--- config.mk ---
export PLATFORM = sky130hd
export DESIGN_NAME = adder_carry_save
export DESIGN_NICKNAME = d
export VERILOG_FILES = /design/src/rtl/adder_carry_save.sv
export SDC_FILE = /design/constraint.sdc
export NUM_CORES = 1
export LEC_CHECK = 0
export CORE_MARGIN = 3
export CORE_UTILIZATION = 17
export DETAILED_ROUTE_END_ITERATION = 8
export PLACE_DENSITY_LB_ADDON = 0.05
export RECOVER_POWER = 100
export SLEW_MARGIN = 25
export SYNTH_ARGS = -nofsm -noshare
export SYNTH_HDL_FRONTEND = slang
export SYNTH_SLANG_ARGS = --single-unit
--- constraint.sdc ---
create_clock -name vclk -period 0.8
set_input_delay 0.12 -clock vclk [all_inputs]
set_output_delay 0.12 -clock vclk [all_outputs]
set_load 0.02 [all_outputs]
--- src/rtl/adder_carry_save.sv ---
// ----------------------------------------------------------------------------
// adder_carry_save
//   Width-parameterised 3:2 carry-save compressor (one full adder per bit)
//   with an optional single output register stage. Reduces three operands to
//   a sum/carry pair with no carry propagation between bit positions:
//       opA + opB + opC == res + (car << 1)   (unsigned, exact)
//   The carry vector is presented unshifted; the consumer applies the shift.
//
// Parameters
//   width_p    : operand width in bits (>= 1)
//   pipeline_p : 0 = combinational outputs, zero latency
//                1 = outputs registered once, 1-cycle latency
//
// Ports
//   clk_i    in   1          clock (unused when pipeline_p=0)
//   reset_i  in   1          synchronous active-low reset (unused when pipeline_p=0)
//   v_i      in   1          input operands valid
//   opA_i    in   width_p    operand A
//   opB_i    in   width_p    operand B
//   opC_i    in   width_p    operand C
//   res_o    out  width_p    sum bits, bit i has weight 2^i
//   car_o    out  width_p    carry bits, bit i has weight 2^(i+1)
//   v_o      out  1          output valid
//   sum_o    out  width_p+2  resolved sum res + (car<<1)
//                            (only with ADDER_CARRY_SAVE_SUM_EN defined)
//
// Configuration macro
//   ADDER_CARRY_SAVE_SUM_EN : adds sum_o and its carry-propagate adder.
// ----------------------------------------------------------------------------
module adder_carry_save #(
    parameter int unsigned width_p    = 32,
    parameter int unsigned pipeline_p = 0
) (
    input  logic               clk_i,
    input  logic               reset_i,
    input  logic               v_i,
    input  logic [width_p-1:0] opA_i,
    input  logic [width_p-1:0] opB_i,
    input  logic [width_p-1:0] opC_i,
    output logic [width_p-1:0] res_o,
    output logic [width_p-1:0] car_o,
    output logic               v_o
`ifdef ADDER_CARRY_SAVE_SUM_EN
    ,
    output logic [width_p+1:0] sum_o
`endif
);

    localparam int unsigned SUM_W = width_p + 2;

    logic [width_p-1:0] res_c;
    logic [width_p-1:0] car_c;

    // Full-adder array: parity gives the sum bit, majority gives the carry bit.
    always_comb begin
        res_c = opA_i ^ opB_i ^ opC_i;
        car_c = (opA_i & opB_i) | (opA_i & opC_i) | (opB_i & opC_i);
    end

    generate
        if (pipeline_p == 0) begin : g_comb
            // No state: clock and reset are intentionally unused in this mode.
            logic unused_clk_rst;
            assign unused_clk_rst = clk_i ^ reset_i;

            assign res_o = res_c;
            assign car_o = car_c;
            assign v_o   = v_i;
        end else begin : g_pipe
            logic [width_p-1:0] res_q;
            logic [width_p-1:0] car_q;
            logic               v_q;

            // Output stage: reset wins over valid; idle cycles hold the last result.
            always_ff @(posedge clk_i) begin
                if (!reset_i) begin
                    res_q <= '0;
                    car_q <= '0;
                    v_q   <= 1'b0;
                end else begin
                    if (v_i) begin
                        res_q <= res_c;
                        car_q <= car_c;
                    end
                    v_q <= v_i;
                end
            end

            assign res_o = res_q;
            assign car_o = car_q;
            assign v_o   = v_q;
        end
    endgenerate

`ifdef ADDER_CARRY_SAVE_SUM_EN
    // Resolved from the output res/car so it shares their timing, reset and hold.
    assign sum_o = SUM_W'(res_o) + SUM_W'({car_o, 1'b0});
`endif

endmodule

Word level (Yosys, flattened, before mapping)
Index checks and enable logic that the tools add are counted.
{"block": "totals", "regBits": 0, "out_inout_bits": 65, "elab_cells": 7}
{"block": "op_classes", "bitwise_logic": 7}
{"op": "$and A32 B32 Y32", "n": 3}
{"op": "$or A32 B32 Y32", "n": 2}
{"op": "$xor A32 B32 Y32", "n": 2}

Depth between registers and ports, before layout
{"block": "logic_depth", "word_depth": 3, "depth_mapped": 1, "mapped_depth_nobuf": 1}

Worst setup path after synthesis
Ideal clock, no wire load.
{"block": "synth_timing", "path_type": "input-to-output", "start": "input opA_i[0]", "end": "output res_o[0]", "arrival_time_ns": 0.761, "required_time_ns": 0.680, "path_slack_ns": -0.081, "stages": 1, "path_cell_list": "fa_1"}
{"block": "synth_between", "elab_chain_len": 2}
{"element": "start: declaration", "line_no": "37", "rtl": "input logic [width_p-1:0] opA_i,"}
{"element": "$xor A32 B32 Y32 (2 in series)", "line_no": "56", "rtl": "res_c = opA_i ^ opB_i ^ opC_i;"}
{"element": "end: declaration", "line_no": "40", "rtl": "output logic [width_p-1:0] res_o,"}
Every way passes these cells.

Worst setup path after layout
{"block": "layout_timing", "start": "input opB_i[6]", "end": "output res_o[6]"}
{"block": "layout_between", "elab_chain_len": 2}
{"element": "start: declaration", "line_no": "38", "rtl": "input logic [width_p-1:0] opB_i,"}
{"element": "$xor A32 B32 Y32 (2 in series)", "line_no": "56"}
Every way passes these cells.

==> results.cfg <==
[timing]
finalCriticalPeriod_ps = 1020
slew_viol_final = 0
tightest_slew_ps = 86.4
hold_violations = 0
layout_setup_ws_ps = -224
setup_viol = 64
slew-limit-headroom_pct = 94.2
fmax_mhz = 977
setup-tns-final_ps = -8180
rsz0062_at_grt = yes
period_share_pct = 128

[setup_path]
crit_top_cell = buf_6
cp-start-kind = primary input
critPathArrivalTime_ps = 900
crit_slowest_cell = fa_2
crit_chain = buf_6 > fa_2 > buf_6
crit_path_max_incr_delay_ps = 570
crit_fanout = 1
crit_required_ps = 680
crit_path_end_kind = output pin
critical_path_class = in2out

[detailed_routing]
route.detailed.drc = 0
ant_nets = 0
wl_um = 3880
drtIter0Drc = 5
vias = 965
drt-vias-per-instance = 4.05
dr.pass1.iters = 4
wl_per_cell_um = 16.3

[grt]
grtUsageMet1_pct = 14.1
grt-busiest-layer = met2
grt-ovfl-total = 0
grt_pass1_wl_um = 5220
grt_util_met2_pct = 33.3
track_usage_pct = 15.2
grt_pass1_vias = 1106
grt_max_degree = 2
use_met3_pct = 3.99
antenna_found_initial = 0

[final_layout]
seqCellArea_um2 = 0
clkbuf_count = 0
areaGrowthSynthToFinish_pct = 258
n_antenna_cell = 0
multiInputGateArea_um2 = 721
fin_util_pct = 66.5
nFillCells = 287
nNetsFinal = 325
design.seq.count = 0
drive_above_1_share_pct = 100

[floorplan]
rows = 21
die_area_um2 = 4590
initial_core_util_pct = 18.5
coreArea_um2 = 3490
ioPinCount = 164
dieHeight_um = 67.7
die_x_um = 67.7

[pwr]
power.leakage_nw = 1.09
p_per_area_nw_per_um2 = 943
p_total_mw = 2.19
vdd_drop_max_mv = 0.485

[outcome]
outcome = finished, violations left
violations = negative setup slack

[placed_design]
dpl_worst_slack_ps = -1080
port_buffers = 160
hpwl_um = 3720
gp_congestion = 0.692

[synthesis]
yosys_warnings = 0
netlist_area_um2 = 648
ys_seq_area_share_pct = 0
syn_nets = 164
ys_types = 2
syn_avg_cell_area_um2 = 19.6
syn-instance-count = 33

[flow_run]
cap_violations = 0

[clock_network]
hold_buffers = 0

[hold_path]
hp-class = in2out
holdPathStages = 0
==> synthesized netlist by cell type <==
cell type / n / area [µm²]
buf_4: 1 / 7.51
fa_1: 32 / 641
==> repair_timing <==
action	CTS	global route
pin swaps	32	19
setup endpoints to repair	64	64
buffers inserted	0	0
gates resized for setup	801	22
gates cloned	0	0
==> layout by cell type (no fill, tap or decap) <==
cell type	synthesis	routed
fa_2	0	32
buf_2	0	41
buf_6	0	119
==> area by class of cell <==
type	count	share of cell area, %
timing repair buffer	160	66.5
tap	46	2.48
multi-input combinational	32	31.0
==> metrics by stage <==
step | instance area (µm²) | hold WS (ps) | instances
CTS | 2190 | 240 | 238
global route | 2320 | 240 | 238
floorplan | 728 | 353 | 33
finish | 2320 | 240 | 238
detailed placement | 2380 | 240 | 238
global placement | 2380 | 240 | 238
==> worst paths after layout <==
check / slack [ps] / start / end
worst min-delay path: 240 / v_i / v_o
worst max-delay path: -220 / opB_i[6] / res_o[6]
==> metal layers <==
metal  part of all wire [%]  vias up
li1                       -      416
met1                     24      460
met2                     63       89
met3                     14        0
met4                      0        0
met5                      0        -
==> power by group <==
| part | total (mW) | switching, mW | internal (mW) |
|---|---|---|---|
| sequential | 0 | 0 | 0 |
| clock | 0 | 0 | 0 |
| combinational | 2.19 | 0.968 | 1.22 |
| total | 2.19 | 0.968 | 1.22 |
==> critical path: cells and delay by family <==
family,cells,cell delay [ps]
adder cells (fa/ha/maj),1,570
buffers and inverters,2,210
==> cells by family (layout without fill, tap and decap cells) <==
| family | after synthesis | after routing | share of synthesized area [%] |
|---|---|---|---|
| adder cells (fa/ha/maj) | 32 | 32 | 98.8 |
| buffers and inverters | 1 | 160 | 1.16 |
Note: power is estimated with default switching activity, not from simulation.
